==> src/rtl/hazard_stall_controller_pkg.sv <==
// cpu_ctrl_pkg: shared types and widths for the pipeline hazard/stall control slice.
package cpu_ctrl_pkg;
   typedef enum logic [0:0] {RUN, MD_WAIT} state_t;
   localparam int REG_W = 5;
   localparam logic [REG_W-1:0] REG_ZERO = 5'd0;
   localparam int STALL_CNT_W = 16;
endpackage

==> src/rtl/hazard_stall_controller_if.sv <==
// hazard_stall_controller_if: pipeline-side hazard inputs and stage enable/bubble outputs.
interface hazard_stall_controller_if;
   import cpu_ctrl_pkg::*;
   logic                   idex_memread;
   logic                   idex_muldiv;
   logic [REG_W-1:0]       idex_regt;
   logic [REG_W-1:0]       ifid_regs;
   logic [REG_W-1:0]       ifid_regt;
   logic                   ifid_uses_rt;
   logic                   branch_taken_i;
   logic                   pc_write;
   logic                   ifid_write;
   logic                   ifid_flush;
   logic                   idex_write;
   logic                   idex_bubble;
   logic                   exmem_bubble;
   logic                   muldiv_start;
   logic                   muldiv_done;
   logic [STALL_CNT_W-1:0] stall_cnt;
   modport master (
      output idex_memread, idex_muldiv, idex_regt, ifid_regs, ifid_regt, ifid_uses_rt, branch_taken_i,
      input  pc_write, ifid_write, ifid_flush, idex_write, idex_bubble, exmem_bubble,
             muldiv_start, muldiv_done, stall_cnt
   );
   modport slave (
      input  idex_memread, idex_muldiv, idex_regt, ifid_regs, ifid_regt, ifid_uses_rt, branch_taken_i,
      output pc_write, ifid_write, ifid_flush, idex_write, idex_bubble, exmem_bubble,
             muldiv_start, muldiv_done, stall_cnt
   );
endinterface

==> src/rtl/hazard_stall_controller_lud.sv <==
// load_use_detector: flags a load in ID/EX whose destination is a source of the IF/ID instruction.
module load_use_detector
   import cpu_ctrl_pkg::*;
(
   input  logic             idex_memread,
   input  logic [REG_W-1:0] idex_regt,
   input  logic [REG_W-1:0] ifid_regs,
   input  logic [REG_W-1:0] ifid_regt,
   input  logic             ifid_uses_rt,
   output logic             hazard
);
   assign hazard = idex_memread && idex_regt != REG_ZERO &&
                   (idex_regt == ifid_regs || (ifid_uses_rt && idex_regt == ifid_regt));
endmodule

==> src/rtl/hazard_stall_controller.sv <==
// hazard_stall_controller: per-cycle PC/IF/ID/ID/EX/EX/MEM sequencing for load-use, branch and mult/div.
module hazard_stall_controller
   import cpu_ctrl_pkg::*;
#(
   parameter int MD_CYCLES = 8
) (
   input logic                     clk_i,
   input logic                     rst_i,
   hazard_stall_controller_if.slave bus
);
   state_t                 r_state;
   logic [7:0]             r_cnt;
   logic [STALL_CNT_W-1:0] r_stall_cnt;
   logic                   w_hazard, w_detect, w_wait, w_done, w_branch, w_lu, w_md_stall;
   load_use_detector u_lud (
      .idex_memread (bus.idex_memread),
      .idex_regt    (bus.idex_regt),
      .ifid_regs    (bus.ifid_regs),
      .ifid_regt    (bus.ifid_regt),
      .ifid_uses_rt (bus.ifid_uses_rt),
      .hazard       (w_hazard)
   );
   // Priority in RUN: mult/div detect, then taken branch, then load-use.
   assign w_detect   = r_state == RUN && bus.idex_muldiv;
   assign w_branch   = r_state == RUN && !bus.idex_muldiv && bus.branch_taken_i;
   assign w_lu       = r_state == RUN && !bus.idex_muldiv && !bus.branch_taken_i && w_hazard;
   assign w_wait     = r_state == MD_WAIT && r_cnt != 8'd0;
   assign w_done     = r_state == MD_WAIT && r_cnt == 8'd0;
   assign w_md_stall = w_detect || w_wait;
   assign bus.pc_write     = !(w_md_stall || w_lu);
   assign bus.ifid_write   = !(w_md_stall || w_lu);
   assign bus.idex_write   = !w_md_stall;
   assign bus.ifid_flush   = w_branch;
   assign bus.idex_bubble  = w_branch || w_lu;
   assign bus.exmem_bubble = w_md_stall;
   assign bus.muldiv_start = w_detect;
   assign bus.muldiv_done  = w_done;
   assign bus.stall_cnt    = r_stall_cnt;
   always_ff @(posedge clk_i or posedge rst_i) begin
      if (rst_i) begin
         r_state     <= RUN;
         r_cnt       <= 8'd0;
         r_stall_cnt <= '0;
      end else begin
         r_state     <= w_detect ? MD_WAIT : w_done ? RUN : r_state;
         r_cnt       <= w_detect ? 8'(MD_CYCLES - 2) : w_wait ? r_cnt - 8'd1 : r_cnt;
         r_stall_cnt <= (!bus.pc_write && !(&r_stall_cnt)) ? r_stall_cnt + 1'b1 : r_stall_cnt;
      end
   end
endmodule

==> src/flat_wrapper.sv <==
// flat-port wrapper written by rule: the top's interface ports become plain ports
module hazard_stall_controller_flat import cpu_ctrl_pkg::*;
#(
   parameter int MD_CYCLES = 8
)
  (clk_i, rst_i, bus_idex_memread, bus_idex_muldiv, bus_idex_regt, bus_ifid_regs, bus_ifid_regt, bus_ifid_uses_rt, bus_branch_taken_i, bus_pc_write, bus_ifid_write, bus_ifid_flush, bus_idex_write, bus_idex_bubble, bus_exmem_bubble, bus_muldiv_start, bus_muldiv_done, bus_stall_cnt);
  hazard_stall_controller_if bus_i ();
  input logic clk_i;
  input logic rst_i;
  input wire logic [$bits(bus_i.idex_memread)-1:0] bus_idex_memread;
  input wire logic [$bits(bus_i.idex_muldiv)-1:0] bus_idex_muldiv;
  input wire logic [$bits(bus_i.idex_regt)-1:0] bus_idex_regt;
  input wire logic [$bits(bus_i.ifid_regs)-1:0] bus_ifid_regs;
  input wire logic [$bits(bus_i.ifid_regt)-1:0] bus_ifid_regt;
  input wire logic [$bits(bus_i.ifid_uses_rt)-1:0] bus_ifid_uses_rt;
  input wire logic [$bits(bus_i.branch_taken_i)-1:0] bus_branch_taken_i;
  output wire logic [$bits(bus_i.pc_write)-1:0] bus_pc_write;
  output wire logic [$bits(bus_i.ifid_write)-1:0] bus_ifid_write;
  output wire logic [$bits(bus_i.ifid_flush)-1:0] bus_ifid_flush;
  output wire logic [$bits(bus_i.idex_write)-1:0] bus_idex_write;
  output wire logic [$bits(bus_i.idex_bubble)-1:0] bus_idex_bubble;
  output wire logic [$bits(bus_i.exmem_bubble)-1:0] bus_exmem_bubble;
  output wire logic [$bits(bus_i.muldiv_start)-1:0] bus_muldiv_start;
  output wire logic [$bits(bus_i.muldiv_done)-1:0] bus_muldiv_done;
  output wire logic [$bits(bus_i.stall_cnt)-1:0] bus_stall_cnt;
  assign bus_i.idex_memread = bus_idex_memread;
  assign bus_i.idex_muldiv = bus_idex_muldiv;
  assign bus_i.idex_regt = bus_idex_regt;
  assign bus_i.ifid_regs = bus_ifid_regs;
  assign bus_i.ifid_regt = bus_ifid_regt;
  assign bus_i.ifid_uses_rt = bus_ifid_uses_rt;
  assign bus_i.branch_taken_i = bus_branch_taken_i;
  assign bus_pc_write = bus_i.pc_write;
  assign bus_ifid_write = bus_i.ifid_write;
  assign bus_ifid_flush = bus_i.ifid_flush;
  assign bus_idex_write = bus_i.idex_write;
  assign bus_idex_bubble = bus_i.idex_bubble;
  assign bus_exmem_bubble = bus_i.exmem_bubble;
  assign bus_muldiv_start = bus_i.muldiv_start;
  assign bus_muldiv_done = bus_i.muldiv_done;
  assign bus_stall_cnt = bus_i.stall_cnt;
  hazard_stall_controller #(.MD_CYCLES(MD_CYCLES)) u_core (.clk_i(clk_i), .rst_i(rst_i), .bus(bus_i));
endmodule
==> config.mk <==
export PLATFORM = sky130hd
export DESIGN_NAME = hazard_stall_controller_flat
export DESIGN_NICKNAME = d
export VERILOG_FILES = /design/src/rtl/hazard_stall_controller_pkg.sv /design/src/rtl/hazard_stall_controller_if.sv /design/src/rtl/hazard_stall_controller_lud.sv /design/src/rtl/hazard_stall_controller.sv /design/src/flat_wrapper.sv
export SDC_FILE = /design/constraint.sdc
export NUM_CORES = 1
export LEC_CHECK = 0
export CORE_UTILIZATION = 45
export DETAILED_ROUTE_END_ITERATION = 6
export PLACE_DENSITY = 0.77
export SYNTH_ARGS = -nofsm -noshare
export SYNTH_HDL_FRONTEND = slang
export SYNTH_SLANG_ARGS = --single-unit
export TNS_END_PERCENT = 1
==> constraint.sdc <==
create_clock -name clk_i -period 2.23 [get_ports clk_i]
set_input_delay 0.223 -clock clk_i [delete_from_list [all_inputs] [get_ports clk_i]]
set_output_delay 0.223 -clock clk_i [all_outputs]
set_load 0.02 [all_outputs]
After elaboration in Yosys (flattened, before gate mapping)
Cells that the tools add are included.
{ "totals": {"regBits": 25, "input_bits": 21} }
{ "op_classes": {"add_sub_neg": 2, "eq_ne": 2, "n_mux": 4, "bitwise_logic": 1, "n_reduce_logical": 26} }
{ "ops": {"columns": ["cell", "n"], "rows": [
  ["16-bit by 1-bit adder with 16-bit output, second input constant", 1],
  ["8-bit two-way mux", 2],
  ["16-bit AND reduction", 1],
  ["1-bit logical AND", 11],
  ["5-bit == test", 2],
  ["8-bit zero test", 1],
  ["8-bit nonzero test", 1],
  ["8-bit by 1-bit subtractor with 8-bit output, second input constant", 1],
  ["1-bit zero test", 5],
  ["5-bit nonzero test", 1],
  ["1-bit logical OR", 4],
  ["2-bit nonzero test", 2],
  ["1-bit two-way mux", 2],
  ["1-bit NOT", 1]
]} }

Longest topological paths before layout
Gate-level depths: netlist of run 1.
{ "logic_depth": {"depth_word": 7, "mapped_depth": 11} }

Modules after synthesis
A second synthesis of run 1 with hierarchy kept.
{ "hier_totals": {"cells_unflattened": 146, "area_unflattened_um2": 1505.2} }
{ "by_module_without_submodules": {"columns": ["module", "n_inst", "cells_per_inst", "area_each_um2", "seq_area_each_um2"], "rows": [
  ["hazard_stall_controller", 1, 129, 1372.6, 625.6],
  ["load_use_detector", 1, 17, 132.6, 0.0]
]} }

Least setup slack after synthesis of run 1
No wires, ideal clock.
{ "synth_path": {"path_type": "reg-to-output", "start": "register u_core.r_cnt[3]", "end": "output bus_pc_write", "arrival_time_ns": 2.028, "t_required_ns": 2.007, "setup_slack_ns": -0.021, "path_stages_with_launch": 11, "path_buffers": 3, "cell_sequence": "dfrtp_1 > nor4_4 > nand3_2 > nor2_2 > or2_1 > buf_6 > inv_4 > a21o_4 > buf_6 > inv_2 > buf_4"} }
{ "synth_between": {"elab_chain_cells": 5} }
{ "synth_rtl": {"columns": ["item", "line_no", "rtl"], "rows": [
  ["start: declaration", "hazard_stall_controller.sv:12", "logic [7:0] r_cnt;"],
  ["start signal: assignment", "hazard_stall_controller.sv:46", "r_cnt <= w_detect ? 8'(MD_CYCLES - 2) : w_wait ? r_cnt - 8'd1 : r_cnt;"],
  ["8-bit nonzero test", "hazard_stall_controller.sv:27", "assign w_wait = r_state == MD_WAIT && r_cnt != 8'd0;"],
  ["1-bit logical AND", "hazard_stall_controller.sv:27", null],
  ["1-bit logical OR", "hazard_stall_controller.sv:29", "assign w_md_stall = w_detect || w_wait;"],
  ["net bus_exmem_bubble", "flat_wrapper.sv:22", "output wire logic [$bits(bus_i.exmem_bubble)-1:0] bus_exmem_bubble;"],
  ["1-bit logical OR", null, null],
  ["1-bit zero test", null, null],
  ["end: declaration", "flat_wrapper.sv:17", "output wire logic [$bits(bus_i.pc_write)-1:0] bus_pc_write;"]
]} }
The timed path passes the listed nets, and every way through them passes these cells.

Worst setup path after layout of run 1
{ "layout_path": {"start": "register u_core.r_cnt[3]", "end": "output bus_idex_write"} }
{ "layout_between": {"elab_chain_cells": 4} }
{ "layout_rtl": {"columns": ["item", "line_no", "rtl"], "rows": [
  ["8-bit nonzero test", "hazard_stall_controller.sv:27", null],
  ["1-bit logical AND", "hazard_stall_controller.sv:27", null],
  ["1-bit logical OR", "hazard_stall_controller.sv:29", null],
  ["1-bit zero test", "hazard_stall_controller.sv:32", "assign bus.idex_write = !w_md_stall;"],
  ["end: declaration", "flat_wrapper.sv:20", "output wire logic [$bits(bus_i.idex_write)-1:0] bus_idex_write;"]
]} }
Every way passes these cells.

==> metrics.log, run 1 <==
INFO  metric route.vias.total = 1235
INFO  metric drtIter0Drc = 58
INFO  metric tritoncts.num_buffers = 3
INFO  metric setup_viol_count_final = 0
INFO  metric clock_latency = 320 ps
INFO  metric final_layout_size_suffix_gt1_share = 20.0%
INFO  metric num-fill-cells = 279
INFO  metric timing.rr.start = u_core.r_cnt[3]
INFO  metric die-area = 3550 um2
INFO  metric synthXorXnorAreaFrac = 17.0%
INFO  metric area_used_by_multi_input_combinational_logic = 805 um2
INFO  metric antenna_left = 0
INFO  metric antenna_found_initial = 0
INFO  metric post-cts-setup-buffer-count = 0
INFO  metric mappedNetlistArea = 1490 um2
INFO  metric core-area = 3100 um2
INFO  metric unrepaired_setup_endpoints_after_global_routing = no
INFO  metric detailed_place.area = 2040 um2
INFO  metric synth-seq-area-share = 41.9%
INFO  metric row_count = 20
INFO  metric syn2layout_area_growth = 38.5%
INFO  metric measured_slew_at_the_worst_slew_check_pin = 327 ps
INFO  metric r2r_end = u_core.bus.stall_cnt[1]
INFO  metric cts_tree = built
INFO  metric yosys.area.top_type = dfrtp_1
INFO  metric route.final.wire_length = 3400 um
INFO  metric worst_slack = 122 ps
INFO  metric synth_compound_area_share = 3.60%
INFO  metric port_buffers = 44
INFO  metric preCtsSetupSlack = -117 ps
INFO  metric synthMuxAreaShare = 1.51%
INFO  metric cp_max_fo = 3
INFO  metric global_route_wire_length_before_repair = 5830 um
INFO  metric sequential_cell_area = 626 um2
INFO  metric hold_violations = 0
INFO  metric pwr_density_cell = 913 nW/um2
INFO  metric cts.sink_count = 25
INFO  metric synth_top_area_share = 41.9%
INFO  metric grt_pass1_vias = 1255
INFO  metric nNetsFinal = 225
INFO  metric floorplan.io_pins = 45
INFO  metric detail_route.first_pass.iterations = 4
INFO  metric main_combinational_cell_family_by_area_after_synthesis = simple AND/OR/NAND/NOR gates
INFO  metric relSlewSlack = 78.0%
INFO  metric globalRouteOverflowTotal = 0
INFO  metric chipWidth = 59.6 um
INFO  metric vias_per_cell = 5.06
INFO  metric timing.critical_path.to_type = output port
INFO  metric synth.distinct_cells = 35
INFO  metric cts_max_level = 1
INFO  metric max_freq = 474 MHz
INFO  metric ir_drop = 562 uV
INFO  metric max-clock-path-buffers = 2
INFO  metric final.period_utilization = 94.5%
INFO  metric final_period_minus_worst_setup_slack = 2110 ps
INFO  metric clock-skew-final = 5.75 ps
INFO  metric timing.max_cap.violations = 0
INFO  metric asyncSetResetFlopFracSynth = 100%
INFO  metric post_synth_fa_ha_maj_area_fraction = 2.51%
INFO  metric netlist_top_cells_count = dfrtp_1 (25), xnor2_1 (25), and3_1 (11)
INFO  metric grt_usage = 21.9%
INFO  metric synth-seq-cells = 25
INFO  metric outcome = finished clean
INFO  metric initial_utilization = 48.1%
INFO  metric detail_route.drc_violations = 0
INFO  metric average_wire_length_per_cell_after_detail_routing = 13.9 um
INFO  metric yosys-top-cells-area = dfrtp_1 (42%), xnor2_1 (15%), nand3_2 (5.4%), and3_1 (4.6%), nand3_1 (2.7%)
INFO  metric dp.final_hpwl = 2670 um
INFO  metric worst_setup_path_start_kind = flop
INFO  metric worst_ep_arrival_time = 1880 ps
INFO  metric syn_inst = 146
INFO  metric synth_warnings = 0
INFO  metric worst-r2r-setup-slack = 170 ps
INFO  metric largest_net_degree_at_the_start_of_global_routing = 26
INFO  metric hold_path.class = in -> async
INFO  metric insertedDiodeCount = 0
INFO  metric postLayoutCellArea = 2070 um2
INFO  metric timing.setup.critical_path_class = reg -> out
INFO  metric crit_required = 2010 ps
INFO  metric clk_pin_slew = 150 ps
INFO  metric die-height = 59.6 um
INFO  metric ff2ff_path_depth = 9
INFO  metric synth_top_flop_cell = dfrtp_1
INFO  metric routability_driven_placement_congestion_ratio = 0.806
INFO  metric cellLeakagePower = 0.000949 uW
INFO  metric timing_max_transition_violations_final = 0
INFO  metric simple_gate_area_share_of_the_yosys_netlist = 28.2%
INFO  metric syn_nets = 170
INFO  metric root_buffer_cell = clkbuf_4
INFO  metric synth.avg_cell_area = 10.2 um2
INFO  metric synth_enable_flop_cells = 0
## worst max-delay path: stages (launching register included)
cell,delay [ps]
dfrtp_1,430
nor4_4,320
nand3_2,140
nor2_4,100
or2_4,130
buf_4,110
dlygate4sd2_1,320
## report_power, final
part / total (uW) / switching [uW] / internal (uW) / leakage, uW
sequential: 757 / 155 / 602 / 0.000315
clock: 214 / 146 / 68.6 / 0.0000139
combinational: 916 / 451 / 465 / 0.000620
## stage by stage
step           util, %  hold slack, ps  TNS [ps]  power [uW]  std cells
3_3_place_gp      65.8             482     -51.5        1640        240
5_1_grt           66.6             258         0        2030        244
6_report          66.6             219         0        1890        244
2_1_floorplan        -             250         0        1300        146
4_1_cts           67.1             235         0        1900        244
3_5_place_dp      65.8             488      -272        1690        240
## logic make-up after synthesis
family	count (synthesis)
AO/OA/AOI/OAI	7
flip-flops	25
adder cells (fa/ha/maj)	3
multiplexers	2
XOR/XNOR	29
buffers and inverters	15
AND/OR/NAND/NOR	65
## sequential cells by signal, summed over array words and instances (netlist names)
signal,flops
u_core.r_cnt,8
u_core.r_state,1
u_core.bus.stall_cnt,16
## per-layer routing
| layer | part of all wire (%) | global-route usage [%] |
|---|---|---|
| met3 | 2.5 | 2.84 |
| met1 | 48 | 30.0 |
| met4 | 1.5 | 5.32 |
| met5 | 0 | 0 |
| met2 | 48 | 36.8 |
## worst max-delay path by stage
stage,from,end,slack (ps),cells after the start
6_report,u_core.r_cnt[3],bus_idex_write,120,6
3_3_place_gp,bus_idex_regt[4],bus_idex_bubble,-40,7
4_1_cts,u_core.r_cnt[3],bus_ifid_write,20,8
2_1_floorplan,u_core.r_cnt[3],bus_pc_write,40,10
3_5_place_dp,bus_idex_regt[4],bus_idex_bubble,-120,7
5_1_grt,u_core.r_cnt[3],bus_idex_write,10,6
## area by class of cell
cell class	count	area share, %
multi-input cells	106	38.9
flip-flops and latches	25	30.3
repair buffers	56	24.9
well taps	44	2.66
inverters	9	1.76
clock buffers	3	1.09
clock inverters	1	0.363
## placed cells by master, fill, tap and decap left out, drive strengths merged
cell type      instances
and3                  11
nand2                 11
o22ai                  1
o21ai                  1
nor2                  10
xnor2                 25
nand3b                 1
or2                    1
clkdlybuf4s50         38
clkbuf                 4
dfrtp                 25
a21oi                  2
clkinvlp               1
ha                     3
buf                   14
mux2                   2
nand4                  6
a21o                   1
nor2b                  1
nor4                   1
nor4b                  1
nand3                 16
a32oi                  1
o22a                   1
dlymetal6s2s           1
and4                   2
xor2                   4
nand2b                 1
inv                    9
dlygate4sd2            2
nor3                   3
## timing repair
| action | in CTS | in global routing |
|---|---|---|
| endpoints found under the setup margin | 5 | 4 |
| gates resized for setup | 12 | 5 |
| pin swaps | 0 | 1 |
| gates cloned | 0 | 0 |
| hold buffers | 0 | 0 |
Power figures use the tool's default switching activity.
==> inputs of run 2 (changes only) <==
--- a/config.mk
+++ b/config.mk
@@ -5,9 +5,11 @@
 export SDC_FILE = /design/constraint.sdc
 export NUM_CORES = 1
 export LEC_CHECK = 0
-export CORE_UTILIZATION = 45
+export CAP_MARGIN = 40
+export CORE_UTILIZATION = 47
 export DETAILED_ROUTE_END_ITERATION = 6
-export PLACE_DENSITY = 0.77
+export PLACE_DENSITY = 0.8
+export SETUP_SLACK_MARGIN = 0.4
 export SYNTH_ARGS = -nofsm -noshare
 export SYNTH_HDL_FRONTEND = slang
 export SYNTH_SLANG_ARGS = --single-unit
==> run 2 against run 1 <==
Clock power is 5% higher. Final cell count rose by 4.1%. Setup slack worse by 2.5 ps. Maximum frequency shrank 0.12%. Worst hold slack worse by 3.8 ps. Routed wire length up 8.6%. Critical path depth increased by 2. Non-clock buffer count up 10. Clock skew shrank 4.0 ps. Highest routed layer unchanged.
==> metrics.log, run 2 (same netlist as run 1, synthesis figures left out) <==
INFO  metric globalRouteOverflowTotal = 0 (unchanged)
INFO  metric startpoint = u_core.r_cnt[6]
INFO  metric final.period_utilization = 94.6% (+0.11 points)
INFO  metric clk_pin_slew = 150 ps (about the same)
INFO  metric cts.sink_count = 25 (unchanged)
INFO  metric fin_util = 71.3% (+4.7 points)
INFO  metric row_count = 20 (unchanged)
INFO  metric die-area = 3410 um2 (-4.1%)
INFO  metric chipWidth = 58.4 um (-2.1%)
INFO  metric relSlewSlack = 74.8% (-3.3 points)
INFO  metric hold_violations = 0 (unchanged)
INFO  metric layout.cells.most_common = clkdlybuf4s50_1
INFO  metric average_wire_length_per_cell_after_detail_routing = 14.5 um (+4.3%)
INFO  metric crit_required = 2010 ps (about the same)
INFO  metric timing.setup.critical_path_class = reg -> out
INFO  metric initial_utilization = 49.3% (+1.2 points)
INFO  metric route.final.wire_length = 3690 um (+8.6%)
INFO  metric cell_internal_power_dissipation = 1200 uW (+6.0%)
INFO  metric timing.rr.start = u_core.r_cnt[6]
INFO  metric final_period_minus_worst_setup_slack = 2110 ps (+2.48 ps)
INFO  metric drtIter0Drc = 47 (-19%)
INFO  metric pwr_density_cell = 923 nW/um2 (+1.0%)
INFO  metric grt_pass1_vias = 1390 (+11%)
INFO  metric insertedDiodeCount = 0 (unchanged)
INFO  metric detail_route.first_pass.iterations = 4 (unchanged)
INFO  metric detailed_place.area = 2090 um2 (+2.5%)
INFO  metric largest_net_degree_at_the_start_of_global_routing = 26 (unchanged)
INFO  metric floorplan.io_pins = 45 (unchanged)
INFO  metric max_freq = 474 MHz (-0.12%)
INFO  metric antenna_left = 0 (unchanged)
INFO  metric antenna_found_initial = 0 (unchanged)
INFO  metric tritoncts.num_buffers = 3 (unchanged)
INFO  metric routability_driven_placement_congestion_ratio = 0.885 (+9.9%)
INFO  metric sequential_share_of_power = 37.8% (-2.3 points)
INFO  metric p_switching = 788 uW (+4.8%)
INFO  metric final_layout_size_suffix_gt1_share = 23.8% (+3.8 points)
INFO  metric syn2layout_area_growth = 44.7%
INFO  metric grt_usage = 24.3% (+2.4 points)
INFO  metric unrepaired_setup_endpoints_after_global_routing = yes
INFO  metric timing.critical_path.to_type = output port
INFO  metric final_cell_mix = clkdlybuf4s50_1 (38), xnor2_1 (25), dfrtp_1 (25)
INFO  metric cp_max_fo = 2 (-1)
INFO  metric timing.max_cap.violations = 0 (unchanged)
INFO  metric worst_ep_arrival_time = 1890 ps (about the same)
INFO  metric num-fill-cells = 229 (-18%)
INFO  metric cellLeakagePower = 0.000982 uW (+3.5%)
INFO  metric global_route_wire_length_before_repair = 6350 um (+8.9%)
INFO  metric max-clock-path-buffers = 2 (unchanged)
INFO  metric cts_tree = built
INFO  metric ir_drop = 576 uV (+2.6%)
INFO  metric clock-skew-final = 1.78 ps (-3.97 ps)
INFO  metric dp.final_hpwl = 2730 um (+2.0%)
INFO  metric nNetsFinal = 235 (+4.4%)
INFO  metric worst_slack = 120 ps (-2.48 ps)
INFO  metric worst_hold_slack = 215 ps (-3.84 ps)
INFO  metric measured_slew_at_the_worst_slew_check_pin = 376 ps (+48.6 ps)
INFO  metric preCtsSetupSlack = -69.3 ps (+47.5 ps)
INFO  metric core-area = 3030 um2 (-2.4%)
INFO  metric power.total = 1990 uW (+5.5%)
INFO  metric setup_viol_count_final = 0 (unchanged)
INFO  metric die-height = 58.4 um (-2.1%)
INFO  metric vias_per_cell = 5.11 (+0.96%)
INFO  metric clock_latency = 330 ps (about the same)
INFO  metric detail_route.drc_violations = 0 (unchanged)
INFO  metric cts_max_level = 1 (unchanged)
INFO  metric postCtsHoldBufs = 0 (unchanged)
INFO  metric worst_setup_path_start_kind = flop
INFO  metric largest_reg_flops = 16 (unchanged)
INFO  metric route.vias.total = 1298 (+5.1%)
INFO  metric hold_path.class = in -> async
INFO  metric root_buffer_cell = clkbuf_4
INFO  metric port_buffers = 44 (unchanged)
INFO  metric timing_max_transition_violations_final = 0 (unchanged)
INFO  metric postLayoutCellArea = 2160 um2 (+4.5%)
INFO  metric power.share.switching = 39.6% (-0.26 points)
INFO  metric portion_of_total_power_attributed_to_the_clock_network = 11.2% (-0.2 points)
INFO  metric comb_power_share = 51.0% (+2.5 points)
INFO  metric outcome = finished clean
run 2: layer usage:
metal | GRT usage (%) | vias to the layer above | part of all wire, %
li1 | - | 621 | -
met1 | 30.8 | 635 | 44
met2 | 43.0 | 35 | 52
met3 | 3.52 | 7 | 3.1
met4 | 7.48 | 0 | 0.84
met5 | 0 | - | 0
run 2: cell type report:
class / instances / area (um2) / area share [%]
clock buffer: 3 / 22.5 / 1.04
clock inverter: 1 / 7.51 / 0.348
sequential: 25 / 626 / 29.0
inverter: 9 / 48.8 / 2.26
timing repair buffer: 66 / 602 / 27.9
tap: 44 / 55.1 / 2.55
multi-input combinational: 106 / 798 / 37.0
run 2: worst paths after layout:
path	endpoint	depth (start not counted)	slack (ps)
max	bus_ifid_write	8	120
min	u_core.bus.stall_cnt[14]	3	220
max reg2reg	u_core.bus.stall_cnt[12]	9	130
min reg2reg	u_core.bus.stall_cnt[4]	1	510
max in group asynchronous	u_core.bus.stall_cnt[5]	3	1770
min in group clk_i	u_core.bus.stall_cnt[4]	1	510
run 2: per-stage QoR:
stage                     cells  TNS, ps
after floorplan             146        0
after global placement      245    -74.5
after detailed placement    245     -161
after CTS                   252        0
after global routing        254        0
final                       254        0
run 2: power by group through the flow:
| stage | sequential, uW | clock, uW | combinational [uW] |
|---|---|---|---|
| floorplan | 837 | 0 | 476 |
| global placement | 750 | 0 | 935 |
| detailed placement | 760 | 0 | 966 |
| CTS | 753 | 222 | 992 |
| global route | 774 | 241 | 1110 |
| finish | 752 | 224 | 1020 |
run 2: repair_timing:
action,CTS,global route
endpoints found under the setup margin,28,30
pin swaps,4,2
resized for setup,23,0
setup buffers,3,2
run 2: worst max-delay path: stages (launching register included):
cell and delay (ps):
dfrtp_1 440, nor4_4 310, nand3_2 140, nor2_4 110, or2_4 150, inv_8 30, a21o_4 200, inv_8 50
buf_6 100
==> inputs of run 3 (changes only) <==
--- a/config.mk
+++ b/config.mk
@@ -5,11 +5,13 @@
 export SDC_FILE = /design/constraint.sdc
 export NUM_CORES = 1
 export LEC_CHECK = 0
+export ABC_AREA = 1
 export CAP_MARGIN = 40
-export CORE_UTILIZATION = 47
+export CORE_UTILIZATION = 49
 export DETAILED_ROUTE_END_ITERATION = 6
 export PLACE_DENSITY = 0.8
 export SETUP_SLACK_MARGIN = 0.4
+export SKIP_CTS_REPAIR_TIMING = 1
 export SYNTH_ARGS = -nofsm -noshare
 export SYNTH_HDL_FRONTEND = slang
 export SYNTH_SLANG_ARGS = --single-unit
==> run 3 against run 2 <==
Die area increased by 16%. Design area increased by 8.9%. Core utilization decreased by 3.0 points. Highest routed layer unchanged. Clock power increased by 20%.
==> metrics.log, run 3 <==
INFO  metric syn2layout_area_growth = 29.7%
INFO  metric core-area = 3440 um2 (+14%)
INFO  metric worst_setup_path_start_kind = flop
INFO  metric antenna_found_initial = 0 (unchanged)
INFO  metric final_layout_size_suffix_gt1_share = 6.82% (-17 points)
INFO  metric final_cell_mix = nand2_1 (87), clkdlybuf4s50_1 (39), inv_1 (36)
INFO  metric globalRouteOverflowTotal = 0 (unchanged)
INFO  metric unrepaired_setup_endpoints_after_global_routing = yes
INFO  metric initial_utilization = 52.7% (+3.4 points)
INFO  metric setup_viol_count_final = 0 (unchanged)
INFO  metric die-height = 62.8 um (+7.7%)
INFO  metric max_freq = 488 MHz (+2.9%)
INFO  metric cellLeakagePower = 0.00124 uW (+26%)
INFO  metric max-clock-path-buffers = 2 (unchanged)
INFO  metric timing.max_cap.violations = 0 (unchanged)
INFO  metric yosys-top-cells-area = dfrtp_1 (35%), nand2_1 (18%), nand3_1 (8.0%), inv_1 (7.9%), xor2_1 (6.3%)
INFO  metric path_cells = inv_1 > ha_1 > nand4_1 > nor2_4 > nor2_4 > clkdlybuf4s50_1
INFO  metric worst_ep_arrival_time = 1830 ps (-60 ps)
INFO  metric crit_required = 2010 ps (about the same)
INFO  metric hold_path.class = in -> async
INFO  metric grt_usage = 21.5% (-2.8 points)
INFO  metric synth_top_area_share = 34.5% (-7.4 points)
INFO  metric port_buffers = 44 (unchanged)
INFO  metric cp_max_fo = 5 (+3)
INFO  metric synth_top_flop_cell = dfrtp_1
INFO  metric ir_drop = 642 uV (+11%)
INFO  metric final.period_utilization = 91.9% (-2.7 points)
INFO  metric layout.cells.most_common = nand2_1
INFO  metric average_wire_length_per_cell_after_detail_routing = 11.1 um (-23%)
INFO  metric synth-seq-area-share = 34.5% (-7.4 points)
INFO  metric floorplan.io_pins = 45 (unchanged)
INFO  metric power.total = 2040 uW (+2.4%)
INFO  metric worst_path_largest_cell_delay = 620 ps (+180 ps)
INFO  metric yosysMostFrequentCell = nand2_1
INFO  metric outcome = finished clean
INFO  metric die-area = 3950 um2 (+16%)
INFO  metric cts.sink_count = 25 (unchanged)
INFO  metric synth-seq-cells = 25 (unchanged)
INFO  metric synth.distinct_cells = 24 (-31%)
INFO  metric mappedNetlistArea = 1810 um2 (+21%)
INFO  metric route.vias.total = 1734 (+34%)
INFO  metric vias_per_cell = 4.90 (-4.1%)
INFO  metric row_count = 21 (+5.0%)
INFO  metric antenna_left = 0 (unchanged)
INFO  metric asyncSetResetFlopFracSynth = 100% (unchanged)
INFO  metric synth.avg_cell_area = 6.89 um2 (-33%)
INFO  metric num-fill-cells = 312 (+36%)
INFO  metric route.final.wire_length = 3950 um (+6.9%)
INFO  metric dp.final_hpwl = 3000 um (+10%)
INFO  metric synth_warnings = 0 (unchanged)
INFO  metric crit_path_top_delay_cell = clkdlybuf4s50_1
INFO  metric worst_path_most_repeated_cell = nor2_4
INFO  metric routability_driven_placement_congestion_ratio = 0.908 (+2.5%)
INFO  metric placed_cells_incl_taps = 350 (+43%)
INFO  metric hold_violations = 0 (unchanged)
INFO  metric nNetsFinal = 333 (+42%)
INFO  metric path_buf_inv = 2 (-1)
INFO  metric syn_inst = 263 (+80%)
INFO  metric grt_pass1_vias = 1514 (+8.9%)
INFO  metric chipWidth = 62.8 um (+7.7%)
INFO  metric timing.setup.critical_path_class = reg -> out
INFO  metric pwr_density_cell = 867 nW/um2 (-6.0%)
INFO  metric root_buffer_cell = clkbuf_8
INFO  metric tritoncts.num_buffers = 3 (unchanged)
INFO  metric timing.critical_path.max_delay_family = buffers and inverters
INFO  metric global_route_wire_length_before_repair = 6690 um (+5.4%)
INFO  metric netlist_top_cells_count = nand2_1 (87), inv_1 (38), nand3_1 (29)
INFO  metric syn_nets = 287 (+69%)
INFO  metric insertedDiodeCount = 0 (unchanged)
INFO  metric detail_route.first_pass.iterations = 4 (unchanged)
INFO  metric drtIter0Drc = 100 (+110%)
INFO  metric clock_latency = 270 ps (-60 ps)
INFO  metric yosys.area.top_type = dfrtp_1
INFO  metric measured_slew_at_the_worst_slew_check_pin = 313 ps (-62.2 ps)
INFO  metric relSlewSlack = 79.1% (+4.3 points)
INFO  metric detail_route.drc_violations = 0 (unchanged)
INFO  metric cts_max_level = 1 (unchanged)
INFO  metric timing.critical_path.to_type = output port
INFO  metric synth_enable_flop_cells = 0 (unchanged)
INFO  metric largest_net_degree_at_the_start_of_global_routing = 26 (unchanged)
INFO  metric timing_max_transition_violations_final = 0 (unchanged)
INFO  metric cts_tree = built
INFO  metric clock-skew-final = 10.3 ps (+8.49 ps)
INFO  metric layout.cells.non_filler = 354 (+39%)
INFO  metric clk_pin_slew = 90 ps (-60 ps)
INFO  metric final_period_minus_worst_setup_slack = 2050 ps (-60.2 ps)
INFO  metric largest_reg_flops = 16 (unchanged)
-- run 3: cells by family after synthesis --
family,after synthesis,share of synthesized area (%)
compound gates,8,2.90
buf+inv,45,10.4
flops,25,34.5
xor+xnor,18,8.70
simple gates,164,41.5
fa+ha+maj,3,2.07
-- run 3: path summary, 6_finish.rpt --
path / start / end / slack [ps] / cells after the start
max: u_core.r_cnt[1] / bus_exmem_bubble / 180 / 6
min: rst_i / u_core.bus.stall_cnt[3] / 290 / 3
max reg2reg: u_core.bus.stall_cnt[0] / u_core.bus.stall_cnt[6] / 310 / 7
min reg2reg: u_core.r_cnt[7] / u_core.r_cnt[7] / 490 / 2
max in group asynchronous: rst_i / u_core.bus.stall_cnt[7] / 1700 / 3
min in group clk_i: u_core.r_cnt[7] / u_core.r_cnt[7] / 490 / 2
-- run 3: cell type report --
cell class,instances,area [um2],area share [%]
sequential,25,626,26.6
inverter,39,149,6.33
multi-input combinational,193,1000,42.5
tap,46,57.6,2.45
timing repair buffer,47,475,20.2
clock buffer,4,45.0,1.91
-- run 3: through the flow --
stage / setup WS (ps) / utilization [%] / hold WS, ps / cell area [um2] / TNS (ps)
4_1_cts: -174 / 68.0 / 303 / 2340 / -418
5_1_grt: 72.0 / 68.3 / 331 / 2350 / 0
3_5_place_dp: 48.4 / 66.7 / 477 / 2290 / 0
2_1_floorplan: 427 / - / 250 / 1820 / 0
6_report: 180 / 68.3 / 288 / 2350 / 0
3_3_place_gp: 52.1 / 66.7 / 467 / 2290 / 0
-- run 3: routing by layer --
metal | vias to the layer above | part of all wire (%) | track usage [%] | wire length [um]
met5 | - | 0 | 0 | 0
met4 | 0 | 1.1 | 6.10 | 44
met3 | 4 | 5.7 | 3.47 | 226
met2 | 53 | 41 | 32.9 | 1630
met1 | 774 | 52 | 31.1 | 2050
li1 | 903 | - | - | -
-- run 3: where the power goes --
| group | internal (uW) | leakage [uW] | total, uW | switching, uW |
|---|---|---|---|---|
| logic | 445 | 0.000896 | 1000 | 558 |
| registers | 598 | 0.000317 | 768 | 170 |
| clock network | 128 | 0.0000228 | 269 | 141 |
| total | 1170 | 0.00124 | 2040 | 870 |
-- run 3: worst reg2reg max path, stage by stage (launching register included) --
cell and delay (ps):
dfrtp_1 480, ha_1 310, nand3_2 170, nor2_4 190
nand4_4 290, nand2_4 290, nand2_1 70, nand2_1 60
